<file path="src/rtl/ex_stage.sv">
// RV32I execute stage with the EX/MEM register: ALU, address/target generation, branch decision.
// Optional EX_MUL_EN: ALU op 15 returns the low 32 bits of rs1*B; otherwise op 15 returns 0.
module ex_stage #(
  parameter int XLEN = 32
) (
  input  logic            clk,
  input  logic            rst_n,
  input  logic [XLEN-1:0] i_rs1_data,
  input  logic [XLEN-1:0] i_rs2_data,
  input  logic [XLEN-1:0] i_imm_data,
  input  logic [XLEN-1:0] i_pc,
  input  logic [3:0]      i_alu_ctrl,
  input  logic [2:0]      i_func3,
  input  logic [6:0]      i_opcode,
  output logic [XLEN-1:0] o_result,
  output logic [XLEN-1:0] o_data_store,
  output logic            o_boj,
  output logic            o_jalr,
  output logic [XLEN-1:0] o_imm_data
);

  localparam logic [6:0] OP_R     = 7'b0110011;
  localparam logic [6:0] OP_I     = 7'b0010011;
  localparam logic [6:0] OP_LD    = 7'b0000011;
  localparam logic [6:0] OP_S     = 7'b0100011;
  localparam logic [6:0] OP_B     = 7'b1100011;
  localparam logic [6:0] OP_JAL   = 7'b1101111;
  localparam logic [6:0] OP_JALR  = 7'b1100111;
  localparam logic [6:0] OP_LUI   = 7'b0110111;
  localparam logic [6:0] OP_AUIPC = 7'b0010111;

  typedef enum logic [3:0] {
    ALU_ADD, ALU_SUB, ALU_SLL, ALU_SLT, ALU_SLTU, ALU_XOR, ALU_SRL, ALU_SRA,
    ALU_OR, ALU_AND, ALU_EQ, ALU_NEQ, ALU_GE, ALU_GEU, ALU_BUF, ALU_MUL
  } alu_op_e;

  typedef struct packed {
    logic [XLEN-1:0] result;
    logic [XLEN-1:0] data_store;
    logic            boj;
    logic            jalr;
    logic [XLEN-1:0] imm_data;
  } ex_mem_t;

  logic [XLEN-1:0] op_a, op_b, alu, rs1_imm;
  logic [4:0]      shamt;
  logic            br_taken;
  ex_mem_t         nxt, ex_mem_q;

  assign op_a    = (i_opcode == OP_AUIPC) ? i_pc : i_rs1_data;
  assign op_b    = (i_opcode == OP_R || i_opcode == OP_B) ? i_rs2_data : i_imm_data;
  assign shamt   = op_b[4:0];
  assign rs1_imm = i_rs1_data + i_imm_data;

  always_comb begin
    alu = '0;
    case (alu_op_e'(i_alu_ctrl))
      ALU_ADD:  alu = op_a + op_b;
      ALU_SUB:  alu = op_a - op_b;
      ALU_SLL:  alu = op_a << shamt;
      ALU_SLT:  alu = {{(XLEN-1){1'b0}}, $signed(op_a) < $signed(op_b)};
      ALU_SLTU: alu = {{(XLEN-1){1'b0}}, op_a < op_b};
      ALU_XOR:  alu = op_a ^ op_b;
      ALU_SRL:  alu = op_a >> shamt;
      ALU_SRA:  alu = $signed(op_a) >>> shamt;
      ALU_OR:   alu = op_a | op_b;
      ALU_AND:  alu = op_a & op_b;
      ALU_EQ:   alu = {{(XLEN-1){1'b0}}, op_a == op_b};
      ALU_NEQ:  alu = {{(XLEN-1){1'b0}}, op_a != op_b};
      ALU_GE:   alu = {{(XLEN-1){1'b0}}, $signed(op_a) >= $signed(op_b)};
      ALU_GEU:  alu = {{(XLEN-1){1'b0}}, op_a >= op_b};
      ALU_BUF:  alu = op_b;
`ifdef EX_MUL_EN
      ALU_MUL:  alu = i_rs1_data * op_b;
`else
      ALU_MUL:  alu = '0;
`endif
      default:  alu = '0;
    endcase
  end

  // Branch decision is independent of i_alu_ctrl so the decoder need not set it for B-type.
  always_comb begin
    br_taken = 1'b0;
    case (i_func3)
      3'b000:  br_taken = (i_rs1_data == i_rs2_data);
      3'b001:  br_taken = (i_rs1_data != i_rs2_data);
      3'b100:  br_taken = ($signed(i_rs1_data) <  $signed(i_rs2_data));
      3'b101:  br_taken = ($signed(i_rs1_data) >= $signed(i_rs2_data));
      3'b110:  br_taken = (i_rs1_data <  i_rs2_data);
      3'b111:  br_taken = (i_rs1_data >= i_rs2_data);
      default: br_taken = 1'b0;
    endcase
  end

  always_comb begin
    nxt            = '0;
    nxt.result     = alu;
    nxt.data_store = i_rs2_data;
    nxt.imm_data   = i_imm_data;
    case (i_opcode)
      OP_LD, OP_S: nxt.result = rs1_imm;
      OP_B: begin
        nxt.result = i_pc + i_imm_data;
        nxt.boj    = br_taken;
      end
      OP_JAL: begin
        nxt.result = i_pc + 32'd4;
        nxt.boj    = 1'b1;
      end
      OP_JALR: begin
        nxt.result   = i_pc + 32'd4;
        nxt.boj      = 1'b1;
        nxt.jalr     = 1'b1;
        nxt.imm_data = {rs1_imm[XLEN-1:1], 1'b0};
      end
      default: ;  // R, I, LUI, AUIPC and unknown opcodes keep the ALU result
    endcase
  end

  always_ff @(posedge clk or negedge rst_n) begin
    if (!rst_n) ex_mem_q <= '0;
    else        ex_mem_q <= nxt;
  end

  assign o_result     = ex_mem_q.result;
  assign o_data_store = ex_mem_q.data_store;
  assign o_boj        = ex_mem_q.boj;
  assign o_jalr       = ex_mem_q.jalr;
  assign o_imm_data   = ex_mem_q.imm_data;

endmodule

</file>
<file path="config.mk">
export PLATFORM = sky130hd
export DESIGN_NAME = ex_stage
export DESIGN_NICKNAME = d
export VERILOG_FILES = /design/src/rtl/ex_stage.sv
export SDC_FILE = /design/constraint.sdc
export NUM_CORES = 1
export LEC_CHECK = 0
export ABC_AREA = 1
export BUFFER_PORTS_ARGS = -buffer_cell sky130_fd_sc_hd__buf_2
export CAP_MARGIN = 10
export CELL_PAD_IN_SITES_DETAIL_PLACEMENT = 1
export CELL_PAD_IN_SITES_GLOBAL_PLACEMENT = 1
export CORE_MARGIN = 1.5
export CORE_UTILIZATION = 40
export DETAILED_ROUTE_END_ITERATION = 12
export PLACE_DENSITY_LB_ADDON = 0.08
export SYNTH_ARGS = -nofsm -noshare
export SYNTH_HDL_FRONTEND = slang
export SYNTH_SLANG_ARGS = --single-unit
</file>
<file path="constraint.sdc">
create_clock -name clk -period 0.8 [get_ports clk]
set_input_delay 0.16 -clock clk [delete_from_list [all_inputs] [get_ports clk]]
set_output_delay 0.16 -clock clk [all_outputs]
set_load 0.01 [all_outputs]
</file>
==> impl_metrics.py, run 1 <==
metrics = {
    "floorplan": {
        "initial_utilization": 0.4065,
        "die_h_um": 220.7,
        "rows": 79,
        "die_w_um": 220.7,
        "io_pins": 242,
    },
    "synth": {
        "synthFlopType": "dfrtp_1",
        "synthCells": 3312,
        "ys_types": 56,
        "synth_area_per_cell_sq_um": 5.726,
        "yosysSeqAreaShare": 0.1293,
        "synth_seq_cells": 98,
        "yosysMostFrequentCell": "nand2_1",
        "synth_edf_count": 0,
        "syn-cell-area_sq_um": 18960,
        "yosysWarningCount": 0,
        "synthTopCellsByArea": "nand2_1, dfrtp_1, ha_1, nand3_1, inv_1",
        "synth.top_cells.by_count": "nand2_1, inv_1, nand3_1",
        "synth_top_area_cell": "nand2_1",
        "synth_top_area_share": 0.1726,
        "synth_nets": 3651,
        "synthArstFlopShare": 1.000,
    },
    "cts": {
        "cts_hold_buffers": 17,
        "clockBufferDepth": 2,
        "post_cts_buffers": 110,
        "cts_root_buffer": "clkbuf_16",
        "h-tree-depth": 3,
        "cts_buffers": 9,
        "cts.sinks": 98,
        "cts_resized": 758,
    },
    "status": {
        "status": "aborted with a tool error",
        "stop_stage": "4_1_cts",
        "error": "[ERROR DPL-0033] detailed placement checks failed during check placement.",
    },
    "placement": {
        "gp_congestion": 1.144,
        "post-place-ws_ns": -3.081,
        "place_area_sq_um": 28780,
        "io_buffers": 241,
        "hpwlAfterDp_um": 115000,
    },
}
==> through the flow <==
step | TNS [ns] | instances | util
detailed placement | -141.43 | 5037 | 0.6169
global placement | -127.83 | 5037 | 0.6169
floorplan | -85.88 | 3312 | -
==> cells by family after synthesis <==
kind of cell	share of synthesized area
and+or+nand+nor	0.3799
xor gates and xnor gates	0.01940
DFF	0.1293
adders and majority gates	0.1302
AOI/OAI and AO/OA	0.2233
muxes	0.0005278
buffers and inverters	0.1173
==> run 2, diff against run 1 <==
==> config.mk (replaced) <==
export PLATFORM = sky130hd
export DESIGN_NAME = ex_stage
export DESIGN_NICKNAME = d
export VERILOG_FILES = /design/src/rtl/ex_stage.sv
export SDC_FILE = /design/constraint.sdc
export NUM_CORES = 1
export LEC_CHECK = 0
export ABC_AREA = 1
export BUFFER_PORTS_ARGS = -buffer_cell sky130_fd_sc_hd__buf_2
export CAP_MARGIN = 10
export CORE_MARGIN = 1.5
export CORE_UTILIZATION = 25
export DETAILED_ROUTE_END_ITERATION = 12
export PLACE_DENSITY_LB_ADDON = 0.15
export SYNTH_ARGS = -nofsm -noshare
export SYNTH_HDL_FRONTEND = slang
export SYNTH_SLANG_ARGS = --single-unit
==> run 2 against run 1 <==
  * The flow now finishes, with violations (negative setup slack)
  * Synthesized area is the same
  * Synthesized cell count did not move
==> impl_metrics.py, run 2 <==
metrics = {
    "synth": {
        "synth.top_cells.by_count": "nand2_1, inv_1, nand3_1",
        "yosysMostFrequentCell": "nand2_1",
        "syn-cell-area_sq_um": 18960,
        "synthFlopType": "dfrtp_1",
        "synth_top_area_share": 0.1726,
        "yosysWarningCount": 0,
        "synth_nets": 3651,
        "synth_top_area_cell": "nand2_1",
        "ys_types": 56,
        "synthCells": 3312,
        "synthArstFlopShare": 1.000,
        "synth_edf_count": 0,
        "synth_area_per_cell_sq_um": 5.726,
        "yosysSeqAreaShare": 0.1293,
        "synth_seq_cells": 98,
        "synthTopCellsByArea": "nand2_1, dfrtp_1, ha_1, nand3_1, inv_1",
    },
    "cts": {
        "clockBufferDepth": 2,
        "cts_buffers": 9,
        "cts.sinks": 98,
        "clk_pin_slew_ns": 0.09,
        "h-tree-depth": 3,
        "cts_root_buffer": "clkbuf_16",
        "cts_tree": "done",
    },
    "setup_path": {
        "critPathBufInv": 8,
        "endpoint_kind": "flip-flop",
        "crit_slowest_cell": "or2_4",
        "worst_setup_path_start_kind": "input pin",
        "critPathTopFamily": "simple AND/OR/NAND/NOR gates",
        "slowest_delay_ns": 0.28,
        "worstPathRequired_ns": 1.11,
        "cp_max_fo": 7,
        "path_class": "input pin to flip-flop",
        "arrival_ns": 3.20,
    },
    "route": {
        "ant_nets": 0,
        "drt-total-wl_um": 120000,
        "routedWlPerCell_um": 21.68,
        "vias": 27990,
        "first_pass_iters": 8,
        "drc": 0,
        "vias_per_cell": 5.055,
        "first_iter_violations": 2551,
    },
    "pwr": {
        "max-vdd-ir-drop_uv": 979.4,
        "power.leakage_uw": 0.01717,
        "power_density_nw_per_um2": 1027,
        "power_uw": 34630,
    },
    "timing": {
        "rsz0062_at_grt": "true",
        "timing.final.ws_setup_ns": -2.093,
        "setup_viol": 164,
        "slew_headroom": 0.5340,
        "final.min_clock_period_ns": 2.893,
        "fin_crit_sh": 3.616,
        "max_freq_ghz": 0.3457,
        "finalHoldViolations": 0,
        "hold_ws_ns": 0.02734,
        "final-max-slew-violation-count": 0,
        "tightest_slew_ns": 0.6917,
    },
    "grt": {
        "first_global_vias": 26270,
        "grt_max_degree": 59,
        "antenna_found_initial": 3,
        "overflow": 0,
        "grt_pass1_wl_um": 170600,
        "grtUsageTotal": 0.2978,
    },
    "min_path": {
        "hold_path.class": "input pin to flip-flop",
    },
    "floorplan": {
        "io_pins": 242,
        "die_h_um": 278.4,
        "initial_utilization": 0.2535,
        "dieArea_sq_um": 77520,
        "core_area_sq_um": 74820,
        "die_w_um": 278.4,
        "rows": 100,
    },
    "finish": {
        "postLayoutCoreUtil": 0.4506,
        "drive_gt1_frac": 0.4407,
        "antenna_cells": 0,
        "instances_no_fill": 5537,
        "fin_nets": 4903,
        "layout_commonest_cell": "buf_4",
        "mostFrequentLayoutCells": "buf_4, nand2_1, inv_1",
        "area_delta_synth_final_pct": 77.77,
    },
    "placement": {
        "gp_congestion": 1.011,
        "io_buffers": 241,
        "dp_cells": 5434,
        "hpwlAfterDp_um": 100600,
    },
    "run": {
        "drv_cap": 0,
    },
    "status": {
        "status": "complete, but fails checks",
        "violations": "negative setup slack",
    },
}
==> run 2: cell counts after synthesis <==
Identical to the previous run, type by type.
==> run 2: report_power, final <==
group	internal (uW)	switching, uW	leakage [uW]	total, uW
clock	3050	2420	0.000163	5460
sequential	5370	230	0.00118	5600
combinational	10600	13000	0.0158	23600
==> run 2: timing repair <==
| item | 4_1_cts | 5_1_grt |
|---|---|---|
| endpoints found under the hold margin | 116 | 0 |
| gates resized for setup | 280 | 427 |
| pin swaps | 65 | 129 |
| buffers inserted | 19 | 45 |
| gates cloned | 4 | 3 |
| setup endpoints to repair | 164 | 164 |
| hold buffers | 19 | 0 |
==> run 2: area by class of cell <==
| cell class | instances | area (sq um) |
|---|---|---|
| fillers | 7978 | 41110 |
| multi-input cells | 2661 | 17440 |
| repair buffers | 1366 | 10630 |
| flip-flops and latches | 98 | 2456 |
| inverters | 428 | 1649 |
| well taps | 969 | 1212 |
| clock buffers | 10 | 229.0 |
| clock inverters | 5 | 103.9 |
==> run 2: path summary, 6_finish.rpt <==
check | start | to | slack, ns | cells past startpoint
max | i_opcode[3] | o_result[27] | -2.09 | 26
min | i_rs2_data[14] | o_data_store[14] | 0.03 | 2
max in group asynchronous | rst_n | o_result[8] | 0.19 | 3
min in group asynchronous | rst_n | o_imm_data[27] | 0.33 | 3
==> run 2: routing by layer <==
metal	GRT usage	wire length (um)
met4	0.1110	5128
met2	0.4766	53450
met1	0.4116	54430
met3	0.02905	6985
met5	0	23
==> run 2: cell families (layout without fill, tap and decap cells) <==
family,after synthesis,in the layout,synth area share
DFF,98,98,0.1293
AOI/OAI and AO/OA,739,739,0.2233
adders and majority gates,195,195,0.1302
buffers and inverters,553,1809,0.1173
xor gates and xnor gates,42,42,0.01940
and+or+nand+nor,1684,1684,0.3799
muxes,1,1,0.0005278
==> run 2: per-stage QoR <==
| stage | cell area (sq um) | setup slack (ns) | setup TNS (ns) |
|---|---|---|---|
| global placement | 29580 | -2.958 | -133.65 |
| detailed placement | 29580 | -2.997 | -133.86 |
| finish | 33710 | -2.093 | -118.99 |
| global route | 33710 | -2.220 | -128.18 |
| floorplan | 19940 | -2.096 | -85.88 |
| CTS | 31580 | -2.022 | -119.29 |
Power figures use the tool's default switching activity.
==> run 3, diff against run 2 <==
--- a/config.mk
+++ b/config.mk
@@ -9,7 +9,7 @@
 export BUFFER_PORTS_ARGS = -buffer_cell sky130_fd_sc_hd__buf_2
 export CAP_MARGIN = 10
 export CORE_MARGIN = 1.5
-export CORE_UTILIZATION = 25
+export CORE_UTILIZATION = 65
 export DETAILED_ROUTE_END_ITERATION = 12
 export PLACE_DENSITY_LB_ADDON = 0.15
 export SYNTH_ARGS = -nofsm -noshare
==> run 3 against run 2 <==
  * The flow now stops in 4_1_cts
  * Synthesized cell count stayed put
  * Synthesized area stayed put
==> impl_metrics.py, run 3 <==
metrics = {
    "cts": {
        "cts.sinks": 98,
        "cts_root_buffer": "clkbuf_16",
        "post_cts_buffers": 102,
        "cts_resized": 837,
        "cts_hold_buffers": 11,
        "h-tree-depth": 3,
        "clockBufferDepth": 2,
        "cts_buffers": 9,
    },
    "floorplan": {
        "die_w_um": 173.8,
        "initial_utilization": 0.6607,
        "io_pins": 242,
        "die_h_um": 173.8,
        "rows": 62,
    },
    "placement": {
        "io_buffers": 241,
        "place_area_sq_um": 27380,
        "hpwlAfterDp_um": 96900,
        "post-place-ws_ns": -2.879,
        "gp_congestion": 1.325,
        "dp_cells": 4659,
    },
    "synth": {
        "synthArstFlopShare": 1.000,
        "synth_nets": 3651,
        "synth_adder_area_share": 0.1302,
        "synthFlopType": "dfrtp_1",
        "yosys-mux-area-fraction": 0.0005278,
        "synth_area_per_cell_sq_um": 5.726,
        "synth_xor_area_frac": 0.01940,
        "yosysMostFrequentCell": "nand2_1",
        "synthCells": 3312,
        "ys_types": 56,
        "synth_edf_count": 0,
        "synth_compound_area_frac": 0.2233,
        "yosysSeqAreaShare": 0.1293,
        "yosys.area_share.simple": 0.3799,
        "synth_seq_cells": 98,
        "synth_top_area_cell": "nand2_1",
        "synth.top_cells.by_count": "nand2_1, inv_1, nand3_1",
        "syn-cell-area_sq_um": 18960,
        "synthTopCellsByArea": "nand2_1, dfrtp_1, ha_1, nand3_1, inv_1",
        "synth_top_family_by_area": "simple AND/OR/NAND/NOR gates",
        "yosysWarningCount": 0,
        "synth_top_area_share": 0.1726,
    },
    "status": {
        "stop_stage": "4_1_cts",
        "error": "[ERROR DPL-0038] Utilization greater than 100%, impossible to legalize",
        "status": "aborted with a tool error",
    },
}
-- run 3: kinds of logic after synthesis --
group	Yosys count
buffers and inverters	553
AOI/OAI and AO/OA	739
and+or+nand+nor	1684
muxes	1
DFF	98
xor gates and xnor gates	42
adders and majority gates	195
-- run 3: metrics by stage --
step           hold slack, ns  setup TNS (ns)
2_1_floorplan         -0.1356          -85.88
3_3_place_gp           0.1718         -122.10
3_5_place_dp           0.1892         -136.27
